<file path="config.mk">
export PLATFORM = sky130hd
export DESIGN_NAME = rcc_scale_sequencer
export DESIGN_NICKNAME = d
export VERILOG_FILES = /design/src/rtl/rcc_seq_pkg.sv /design/src/rtl/rcc_seq_timer.sv /design/src/rtl/rcc_scale_sequencer.sv
export SDC_FILE = /design/constraint.sdc
export NUM_CORES = 1
export LEC_CHECK = 0
export ABC_AREA = 1
export ABC_CLOCK_PERIOD_IN_PS = 2150
export BUFFER_PORTS_ARGS = -buffer_cell sky130_fd_sc_hd__buf_2
export CORE_MARGIN = 5
export CORE_UTILIZATION = 48
export CTS_CLUSTER_SIZE = 25
export DETAILED_ROUTE_END_ITERATION = 6
export PLACE_DENSITY_LB_ADDON = 0.12
export SYNTH_ARGS = -nofsm -noshare
export SYNTH_HDL_FRONTEND = slang
export SYNTH_HIERARCHICAL = 1
export SYNTH_SLANG_ARGS = --single-unit
</file>
<file path="constraint.sdc">
create_clock -name HCLK -period 2.15 [get_ports HCLK]
set_input_delay 0.43 -clock HCLK [delete_from_list [all_inputs] [get_ports HCLK]]
set_output_delay 0.43 -clock HCLK [all_outputs]
set_load 0.05 [all_outputs]
</file>
<file path="src/rtl/rcc_seq_pkg.sv">
// Shared definitions for the RCC scale sequencer.
//   - seq_state_e    : sequencer FSM states
//   - REG_*          : register word offsets (HADDR[3:2])
//   - STAT_* / CTRL_*: bit positions inside STATUS and CTRL
//   - HTRANS_* / HSIZE_WORD : AHB-Lite encodings used by the slave
//   - RESET_SCALES_DEF     : power-on divider word
//   - scales_valid()       : every live divider field must be non-zero
package rcc_seq_pkg;

    typedef enum logic [2:0] {
        IDLE   = 3'd0,
        DRAIN  = 3'd1,
        GATE   = 3'd2,
        UPDATE = 3'd3,
        SETTLE = 3'd4,
        UNGATE = 3'd5
    } seq_state_e;

    localparam logic [1:0] REG_TARGET = 2'd0;
    localparam logic [1:0] REG_CTRL   = 2'd1;
    localparam logic [1:0] REG_STATUS = 2'd2;
    localparam logic [1:0] REG_ACTIVE = 2'd3;

    localparam int STAT_BUSY = 0;
    localparam int STAT_DONE = 1;
    localparam int STAT_TMO  = 2;
    localparam int STAT_CFG  = 3;

    localparam int CTRL_START  = 0;
    localparam int CTRL_IRQ_EN = 1;

    localparam logic [1:0] HTRANS_IDLE   = 2'b00;
    localparam logic [1:0] HTRANS_BUSY   = 2'b01;
    localparam logic [1:0] HTRANS_NONSEQ = 2'b10;
    localparam logic [1:0] HTRANS_SEQ    = 2'b11;

    localparam logic [2:0] HSIZE_WORD = 3'b010;

    localparam logic [31:0] RESET_SCALES_DEF = 32'h0002_0202;

    // PCLK, TIMCLK and WDOGCLK dividers; a zero ratio would stall that clock.
    function automatic logic scales_valid(input logic [31:0] word);
        return (word[7:0] != 8'h00) && (word[15:8] != 8'h00) && (word[23:16] != 8'h00);
    endfunction

endpackage

</file>
<file path="src/rtl/rcc_seq_timer.sv">
// Loadable down-counter shared by the DRAIN, GATE and SETTLE phases.
//   HCLK, HRESETn : clock, async active-low reset
//   load          : load load_val this cycle (takes priority over counting)
//   load_val      : value to load
//   expired       : count is zero; the counter holds at zero
module rcc_seq_timer
    import rcc_seq_pkg::*;
#(
    parameter int CNT_W = 16
) (
    input  logic             HCLK,
    input  logic             HRESETn,
    input  logic             load,
    input  logic [CNT_W-1:0] load_val,
    output logic             expired
);

    logic [CNT_W-1:0] cnt_q;
    logic [CNT_W-1:0] cnt_d;

    always_comb begin
        cnt_d = cnt_q;
        if (load) begin
            cnt_d = load_val;
        end else if (cnt_q != '0) begin
            cnt_d = cnt_q - CNT_W'(1);
        end
    end

    always_ff @(posedge HCLK or negedge HRESETn) begin
        if (!HRESETn) begin
            cnt_q <= '0;
        end else begin
            cnt_q <= cnt_d;
        end
    end

    assign expired = (cnt_q == '0);

endmodule

</file>
<file path="src/rtl/rcc_scale_sequencer.sv">
// AHB-Lite slave that owns the RCC divider word and applies a new word
// through a fixed drain / gate / update / settle / ungate sequence.
//
// Ports
//   HCLK, HRESETn           : clock, async active-low reset
//   HSEL..HWDATA            : AHB-Lite slave inputs (word accesses only)
//   HRDATA, HREADYOUT, HRESP: AHB-Lite slave outputs (zero wait state)
//   APB_ACTIVE              : APB bridge busy, must drop before gating
//   scales_out              : active divider word ([7:0] PCLK, [15:8] TIMCLK,
//                             [23:16] WDOGCLK, [31:24] always 0 once updated)
//   pclk_gate_en            : 1 = peripheral clock allowed to run
//   seq_busy                : sequence in progress
//   seq_irq                 : only with RCC_SEQ_IRQ_EN defined;
//                             IRQ_EN & (DONE | ERR_TMO | ERR_CFG), registered
//
// Build option: define RCC_SEQ_IRQ_EN to add the seq_irq output. Without it
// IRQ_EN is still stored and read back but drives nothing.
//
// Registers (HADDR[3:2])
//   0x0 TARGET RW, 0x4 CTRL (START pulse, IRQ_EN), 0x8 STATUS, 0xC ACTIVE RO
//
// state  | meaning
// -------+-------------------------------------------------------------
// IDLE   | waiting for a valid START
// DRAIN  | waiting for APB_ACTIVE low, abort with ERR_TMO after DRAIN_MAX
// GATE   | peripheral clock gated, hold GATE_CYC cycles
// UPDATE | one cycle, scales_out takes the target word
// SETTLE | dividers settling for SETTLE_CYC cycles, still gated
// UNGATE | one cycle, reopen the gate and flag DONE
module rcc_scale_sequencer
    import rcc_seq_pkg::*;
#(
    parameter int          DRAIN_MAX    = 256,
    parameter int          GATE_CYC     = 4,
    parameter int          SETTLE_CYC   = 1024,
    parameter int          CNT_W        = 16,
    parameter logic [31:0] RESET_SCALES = RESET_SCALES_DEF
) (
    input  logic        HCLK,
    input  logic        HRESETn,
    input  logic        HSEL,
    input  logic [3:0]  HADDR,
    input  logic [1:0]  HTRANS,
    input  logic        HWRITE,
    input  logic [2:0]  HSIZE,
    input  logic        HREADY,
    input  logic [31:0] HWDATA,
    output logic [31:0] HRDATA,
    output logic        HREADYOUT,
    output logic        HRESP,
    input  logic        APB_ACTIVE,
    output logic [31:0] scales_out,
    output logic        pclk_gate_en,
    output logic        seq_busy
`ifdef RCC_SEQ_IRQ_EN
   ,output logic        seq_irq
`endif
);

    localparam logic [CNT_W-1:0] DRAIN_LD  = CNT_W'(DRAIN_MAX - 1);
    localparam logic [CNT_W-1:0] GATE_LD   = CNT_W'(GATE_CYC - 1);
    localparam logic [CNT_W-1:0] SETTLE_LD = CNT_W'(SETTLE_CYC - 1);

    // ---------------------------------------------------------------
    // AHB address / data phase
    // ---------------------------------------------------------------
    logic       addr_valid;
    logic       size_ok;
    logic       dp_valid_q;
    logic       dp_write_q;
    logic [1:0] dp_addr_q;
    logic       err1_q;
    logic       err2_q;

    assign addr_valid = HSEL & HREADY & HTRANS[1];
    assign size_ok    = (HSIZE == HSIZE_WORD);

    always_ff @(posedge HCLK or negedge HRESETn) begin
        if (!HRESETn) begin
            dp_valid_q <= 1'b0;
            dp_write_q <= 1'b0;
            dp_addr_q  <= REG_TARGET;
            err1_q     <= 1'b0;
            err2_q     <= 1'b0;
        end else begin
            dp_valid_q <= addr_valid & size_ok;
            dp_write_q <= HWRITE;
            dp_addr_q  <= HADDR[3:2];
            err1_q     <= addr_valid & ~size_ok;
            err2_q     <= err1_q;
        end
    end

    // Zero-wait slave: the ERROR response is simply HRESP held for the data
    // phase cycle and the one after it.
    assign HREADYOUT = 1'b1;
    assign HRESP     = err1_q | err2_q;

    logic unused_bits;
    assign unused_bits = ^{HADDR[1:0], HTRANS[0]};

    logic wr_target;
    logic wr_ctrl;
    logic wr_status;
    logic rd_access;

    assign wr_target = dp_valid_q & dp_write_q  & (dp_addr_q == REG_TARGET);
    assign wr_ctrl   = dp_valid_q & dp_write_q  & (dp_addr_q == REG_CTRL);
    assign wr_status = dp_valid_q & dp_write_q  & (dp_addr_q == REG_STATUS);
    assign rd_access = dp_valid_q & ~dp_write_q;

    // ---------------------------------------------------------------
    // Sequencer FSM
    // ---------------------------------------------------------------
    seq_state_e       state_q;
    seq_state_e       state_d;
    logic             busy;
    logic             start_req;
    logic             start_go;
    logic             cfg_err;
    logic             set_done;
    logic             set_tmo;
    logic             tmr_load;
    logic [CNT_W-1:0] tmr_val;
    logic             tmr_expired;

    logic [31:0]      target_q;
    logic [31:0]      target_d;

    assign busy      = (state_q != IDLE);
    assign start_req = wr_ctrl & HWDATA[CTRL_START];
    assign start_go  = start_req & ~busy &  scales_valid(target_q);
    assign cfg_err   = start_req & ~busy & ~scales_valid(target_q);

    always_comb begin
        state_d  = state_q;
        set_done = 1'b0;
        set_tmo  = 1'b0;
        case (state_q)
            IDLE: begin
                if (start_go) begin
                    state_d = DRAIN;
                end
            end
            DRAIN: begin
                if (!APB_ACTIVE) begin
                    state_d = GATE;
                end else if (tmr_expired) begin
                    state_d = IDLE;
                    set_tmo = 1'b1;
                end
            end
            GATE: begin
                if (tmr_expired) begin
                    state_d = UPDATE;
                end
            end
            UPDATE: begin
                state_d = SETTLE;
            end
            SETTLE: begin
                if (tmr_expired) begin
                    state_d = UNGATE;
                end
            end
            UNGATE: begin
                state_d  = IDLE;
                set_done = 1'b1;
            end
            default: begin
                state_d = IDLE;
            end
        endcase
    end

    // The counter is reloaded on every state change; the load value for a
    // state is its dwell time minus one so that expiry marks its last cycle.
    always_comb begin
        tmr_load = (state_d != state_q);
        case (state_d)
            DRAIN:   tmr_val = DRAIN_LD;
            GATE:    tmr_val = GATE_LD;
            SETTLE:  tmr_val = SETTLE_LD;
            default: tmr_val = '0;
        endcase
    end

    rcc_seq_timer #(
        .CNT_W    (CNT_W)
    ) u_timer (
        .HCLK     (HCLK),
        .HRESETn  (HRESETn),
        .load     (tmr_load),
        .load_val (tmr_val),
        .expired  (tmr_expired)
    );

    // ---------------------------------------------------------------
    // Configuration and status registers
    // ---------------------------------------------------------------
    logic [31:0] scales_q;
    logic [31:0] scales_d;
    logic        gate_q;
    logic        gate_d;
    logic        irq_en_q;
    logic        irq_en_d;
    logic [3:1]  stat_q;
    logic [3:1]  stat_d;
    logic [3:1]  stat_set;
    logic [3:1]  stat_clr;

    always_comb begin
        target_d = target_q;
        if (wr_target && !busy) begin
            target_d = HWDATA;
        end
    end

    assign irq_en_d = wr_ctrl ? HWDATA[CTRL_IRQ_EN] : irq_en_q;

    assign scales_d = (state_q == UPDATE) ? {8'h00, target_q[23:0]} : scales_q;

    // Gate is registered off the next state so it is glitch-free and low for
    // exactly GATE + UPDATE + SETTLE.
    assign gate_d = !(state_d inside {GATE, UPDATE, SETTLE});

    always_comb begin
        stat_set           = '0;
        stat_set[STAT_DONE] = set_done;
        stat_set[STAT_TMO]  = set_tmo;
        stat_set[STAT_CFG]  = cfg_err;
        stat_clr           = wr_status ? HWDATA[3:1] : 3'b000;
        // A hardware set in the same cycle as a W1C keeps the bit set.
        stat_d             = (stat_q & ~stat_clr) | stat_set;
    end

    always_ff @(posedge HCLK or negedge HRESETn) begin
        if (!HRESETn) begin
            state_q  <= IDLE;
            target_q <= RESET_SCALES;
            scales_q <= RESET_SCALES;
            gate_q   <= 1'b1;
            irq_en_q <= 1'b0;
            stat_q   <= '0;
        end else begin
            state_q  <= state_d;
            target_q <= target_d;
            scales_q <= scales_d;
            gate_q   <= gate_d;
            irq_en_q <= irq_en_d;
            stat_q   <= stat_d;
        end
    end

    assign scales_out   = scales_q;
    assign pclk_gate_en = gate_q;
    assign seq_busy     = busy;

`ifdef RCC_SEQ_IRQ_EN
    logic irq_q;
    logic irq_d;

    assign irq_d = irq_en_d & (|stat_d);

    always_ff @(posedge HCLK or negedge HRESETn) begin
        if (!HRESETn) begin
            irq_q <= 1'b0;
        end else begin
            irq_q <= irq_d;
        end
    end

    assign seq_irq = irq_q;
`endif

    // ---------------------------------------------------------------
    // Read mux (data phase)
    // ---------------------------------------------------------------
    always_comb begin
        HRDATA = '0;
        if (rd_access) begin
            case (dp_addr_q)
                REG_TARGET: HRDATA = target_q;
                REG_CTRL:   HRDATA = {30'h0, irq_en_q, 1'b0};
                REG_STATUS: HRDATA = {28'h0, stat_q, busy};
                REG_ACTIVE: HRDATA = scales_q;
                default:    HRDATA = '0;
            endcase
        end
    end

endmodule

</file>
---- Word-level counts from Yosys, hierarchy flattened ----
Cells that the tools add are included.
storage, ports and cells
  bits in registers ....................... 86
  bits of input ports ..................... 47
  output and inout bits ................... 68
  word-level logic and storage cells ...... 79
operators by class
  add/sub/neg operators ................... 1
  equal/unequal tests ..................... 14
  mux-type cells .......................... 16
  bitwise operators ....................... 21
  reduce and logical (&&, ||, !) cells .... 15
operators with widths
  cell                     count
  $pmux W32 S4             1
  $mux W16                 2
  $mux W32                 1
  $pmux W10 S3             1
  $reduce_bool A8 Y1       3
  $mux W3                  6
  $logic_not A16 Y1        1
  $reduce_bool A16 Y1      1
  $sub A16 B1 Y16 const B  1
  $eq A3 B2 Y1 const B     5
  $pmux W3 S5              1
  $and A1 B1 Y1            13
  $eq A3 B3 Y1 const B     3
  $eq A3 B1 Y1 const B     2
  $reduce_bool A3 Y1       2
  $eq A2 B2 Y1 const B     2
  $mux W1                  4
  $not A1 Y1               4
  $and A3 B3 Y3            1
  $logic_and A1 B1 Y1      3
  $logic_not A3 Y1         1
  $ne A3 B3 Y1             1
  $not A3 Y3               1
  $or A3 B3 Y3             1
  other kinds (5)          6

---- Longest topological paths before layout ----
  word-level depth ........................ 10
  mapped depth ............................ 19

---- Modules after synthesis ----
Netlist, hierarchy kept.
by module, submodules not included
  module               instances  cells an instance  area each (um2)  seq. area each (um2)
  rcc_scale_sequencer  1          414                3420.8           1760.4
  rcc_seq_timer        1          168                1118.6           400.4

---- Worst setup path after synthesis ----
Ideal clock, no wire load.
  kind .................................... reg-to-reg
  start ................................... register u_timer.cnt_q[0]
  end ..................................... register u_timer.cnt_q[1]
  arrival time ............................ 2210 ps
  path slack .............................. -181 ps
  stages on the path, launching flop included .. 17
  path buffers ............................ 1
  path through ............................ dfrtp_1 > inv_1 > ha_1 > nand2_2 > nor2_1 > nand3_1 > nor3_1 > inv_1 > nand3_1 > nand2_1 > nand2_2 > nand3_1 > nand3_1 > clkbuf_1 > o21ai_0 > nand2_1 > o21ai_1
between the ends
  elaborated cells on any way between the ends .. 16
  those cells by class .................... add/sub (1); eq/ne (4); mux (8); reduce/logical (3)
RTL lines
  what                                                   line                        RTL
  start: declaration                                     rcc_seq_timer.sv:18         logic [CNT_W-1:0] cnt_q;
  start signal: assignment                               rcc_seq_timer.sv:34         cnt_q <= cnt_d;
  $logic_not A16 Y1 (*)                                  rcc_seq_timer.sv:38         assign expired = (cnt_q == '0);
  named net tmr_expired                                  rcc_scale_sequencer.sv:125  logic tmr_expired;
  $mux W3                                                rcc_scale_sequencer.sv:148  end else if (tmr_expired) begin
  $mux W3                                                rcc_scale_sequencer.sv:146  if (!APB_ACTIVE) begin
  $pmux W3 S5 (*)                                        rcc_scale_sequencer.sv:139  case (state_q)
  $ne A3 B3 Y1 (*)                                       rcc_scale_sequencer.sv:179  tmr_load = (state_d != state_q);
  named net tmr_load                                     rcc_scale_sequencer.sv:123  logic tmr_load;
  $mux W16 / $reduce_bool A2 Y1 (equally long branches)  n/a
The timed path passes the listed nets; every way through them passes the cells marked *. The select of a mux whose other input is x is not followed.
A chain may end at the register's enable or synchronous reset.

---- Worst setup path after layout ----
  start ................................... register u_timer.cnt_q[1]
  end ..................................... register u_timer.cnt_q[6]
between the ends
  elaborated cells on any way between the ends .. 16
  those cells by class .................... add/sub (1); eq/ne (4); mux (8); reduce/logical (3)
RTL lines
  what                                                   line                        RTL
  $logic_not A16 Y1 (*)                                  rcc_seq_timer.sv:38
  named net tmr_expired                                  rcc_scale_sequencer.sv:125
  $mux W3                                                rcc_scale_sequencer.sv:148
  $mux W3                                                rcc_scale_sequencer.sv:146
  $pmux W3 S5 (*)                                        rcc_scale_sequencer.sv:139
  named net state_d[0]                                   rcc_scale_sequencer.sv:116  seq_state_e state_d;
  $ne A3 B3 Y1 (*)                                       rcc_scale_sequencer.sv:179
  named net tmr_load                                     rcc_scale_sequencer.sv:123
  $mux W16 / $reduce_bool A2 Y1 (equally long branches)  n/a
Marked as above.

==> summary.txt <==
Timing
  • Hold slack: 0.167 ns
  • Slew @ Worst Pin: 0.633 ns
  • Post-layout minimum cycle time: 2.22 ns
  • Max transition margin: 57.8%
  • FMAX: 0.451 GHz
  • Final Max Slew Viols: 0
  • Final Skew: 0.0131 ns
  • RSZ-0062 raised after global routing: yes
  • Final setup margin: -0.0660 ns
  • Final setup viols: 19
  • Final hold vios: 0
  • Period utilization: 103%

Clock tree
  • Clk pin slew, worst setup/hold paths: 0.09 ns
  • Clock buffer count from CTS: 9
  • H-tree depth reported by CTS: 3
  • Clk buf depth: 2
  • Clock root cell: clkbuf_8
  • Clock Sinks: 86
  • CTS tree: built
  • Clk_lat worst skew: 0.37 ns

Run
  • Max Cap Viol: 0

Worst setup path
  • Critical path depth: 16
  • CP bufs+invs: 3
  • Crit end category: register
  • CP Launch Point: u_timer/cnt_q[1]$_DFFE_PN0P_
  • R2R setup slack: -0.07 ns
  • CP Max Fanout: 8
  • Crit path cell chain: inv_2, ha_4, nand2_4, nor2_4, nand3_2, nor3_4, inv_2, nand3_2, nand2_2, nand2_2, nand2_2, nand2_2, nand3_4, inv_6, nand3_4, a21boi_2
  • CP top delay family: simple AND/OR/NAND/NOR gates
  • Crit Reg-Reg Startpoint: u_timer/cnt_q[1]$_DFFE_PN0P_
  • Setup CP Type: register to register
  • Crit path largest cell delay: 0.41 ns
  • Slowest cell on the critical path: dfrtp_1
  • Type of origin of the critical path: register
  • CP most frequent cell: nand2_2
  • Crit path required time: 2.40 ns
  • Reg2Reg Capture Point: u_timer/cnt_q[6]$_DFFE_PN0P_
  • Worst Reg-to-Reg Cells: 16
  • CP arrival: 2.47 ns

Global route
  • Initial antenna violation count: 0
  • GRT Residual Overflow: 0
  • First-pass GRT wire length: 18,800 microns
  • Number of global-route vias before repair: 4,107
  • Maximum number of pins on one net before global-route repair: 57
  • GRT Util Overall: 20.2%

Die
  • Top Ports: 115
  • Die width: 107 microns
  • Core area: 9240 sq um
  • Num rows: 35
  • Initial core utilization: 49.1%
  • Die area: 11,500 sq um
  • Die boundary height: 107 microns

Synth
  • Yosys reg bits: 86
  • Post-Syn Area: 4540 sq um
  • Post-synth EDFFs: 0
  • Primary FF master, synth: dfrtp_1
  • Register area share after synthesis: 47.6%
  • Area leader, netlist: dfrtp_1
  • Avg Inst Size Synth: 7.80 sq um
  • Synth top area cells: dfrtp_1 44%, nand2_1 14%, nor2_1 5.5%
  • Post-synth top cells: 167 x nand2_1, 79 x dfrtp_1, 67 x nor2_1, 63 x inv_1, 43 x a21oi_1
  • Post-synth top area share: 43.6%
  • Top-count cell post-synth: nand2_1
  • Yosys warnings: 6
  • Post-synthesis cell type count: 37
  • Ys async rst share: 100%
  • Syn Inst Count: 582

Detailed routing
  • Drt pass-1 iters: 5
  • Total length of routed met2 wires: 5930 microns
  • Max Used Layer: met4
  • Routed Antenna Nets: 0
  • DR iter-0 viols: 190
  • Vias/cell: 4.95
  • Met1 WL: 5450 microns
  • Metal3 WL: 626 microns
  • Via Count: 4,310
  • DRC Markers: 0
  • Routed wire length: 12,200 microns
  • Routed wire length per instance: 14.0 microns

Placement
  • PortBufs: 102
  • Placed cells: 832
  • Placed Area: 5390 sq um
  • GPL Wtd Cong: 0.856
  • Final HPWL DP: 8020 microns

Hold path
  • Hold Path Class: input pin to register
  • WHS Endpoint: dp_addr_q[0]$_DFF_PN0_
  • Min-delay src: HADDR[2]
  • Hold depth: 1

Status
  • Failing checks: setup timing
  • Status: finished with violations

Layout
  • Layout net count: 785
  • Diode count: 0
  • Non-filler cells, final: 871
  • Fillers: 758
  • Final design instance area without fill: 6300 sq um
  • Layout cells sized above 1: 39.1%
  • Syn-to-layout area delta: 38.8%
  • Fin util: 68.2%

Power
  • Leak Pwr: 3.20 nW
  • Total power draw: 0.00331 W
  • Max IR drop VDD: 0.355 mV
  • Pwr/cell area: 526 nW/um^2
-- metrics by stage --
step                      worst slack (ns)  TNS [ns]
after floorplan                    -0.0108    -0.108
after global placement              -0.134    -0.894
after detailed placement            -0.228     -2.28
after CTS                          -0.0765    -0.534
after global routing                -0.203     -3.79
final                              -0.0660    -0.589
-- repair_timing --
item                                   4_1_cts  5_1_grt
buffers inserted                             5       10
gates resized for setup                     42      134
setup endpoints to repair                   41       47
pin swaps                                    8       37
endpoints found under the hold margin       25        0
gates cloned                                 2        5
hold buffers                                 1        0
-- power breakdown --
group | switching (W) | internal, W
combinational | 0.000279 | 0.000149
sequential | 0.0000510 | 0.00168
clock | 0.000609 | 0.000546
-- cells in the final DEF (no fill, tap or decap), drive strengths merged, types with 3 or more instances in the layout --
cell	count
a21oi	43
mux2	9
xor2	3
conb	15
nand2	173
dfrtp	79
inv	67
o21bai	3
dfstp	7
buf	156
nor2	80
o21ai	40
nand3	27
nand4	4
clkbuf	15
-- state kept, by name, summed over array words and instances (netlist names) --
| register | cells |
|---|---|
| dp_valid_q | 1 |
| scales_out | 24 |
| err2_q | 1 |
| target_q | 32 |
| stat_q | 3 |
| state_q | 3 |
| dp_write_q | 1 |
| pclk_gate_en | 1 |
| err1_q | 1 |
| u_timer/cnt_q | 16 |
| dp_addr_q | 2 |
| irq_en_q | 1 |
-- worst max-delay path by stage --
stage,slack [ns],end
floorplan,-0.01,HRDATA[12]
global route,-0.20,u_timer/cnt_q[6]$_DFFE_PN0P_
global placement,-0.13,u_timer/cnt_q[6]$_DFFE_PN0P_
detailed placement,-0.23,u_timer/cnt_q[1]$_DFFE_PN0P_
finish,-0.07,u_timer/cnt_q[6]$_DFFE_PN0P_
CTS,-0.08,u_timer/cnt_q[6]$_DFFE_PN0P_
-- per-layer routing --
| layer | track usage, % | vias to the layer above |
|---|---|---|
| met4 | 5.84 | 0 |
| met2 | 34.0 | 119 |
| li1 | - | 2113 |
| met1 | 26.8 | 2063 |
| met5 | 0 | - |
| met3 | 3.37 | 15 |
-- area by class of cell --
class	count	area [sq um]	share of cell area (%)
Sequential cell	86	2160	34.3
Timing Repair Buffer	162	1260	20.0
Tap cell	129	161	2.56
Multi-Input combinational cell	413	2270	36.0
Inverter	65	251	3.99
Clock buffer	10	128	2.03
Clock inverter	6	68.8	1.09
-- logic make-up after synthesis --
kind of cell	count (synthesis)	synth area share (%)
DFF	86	47.6
buffers and inverters	96	9.67
muxes	9	2.89
xor gates and xnor gates	5	0.965
adders and majority gates	1	0.276
AOI/OAI and AO/OA	93	10.8
and+or+nand+nor	290	27.6
other	2	0.165
Power figures use the tool's default switching activity.
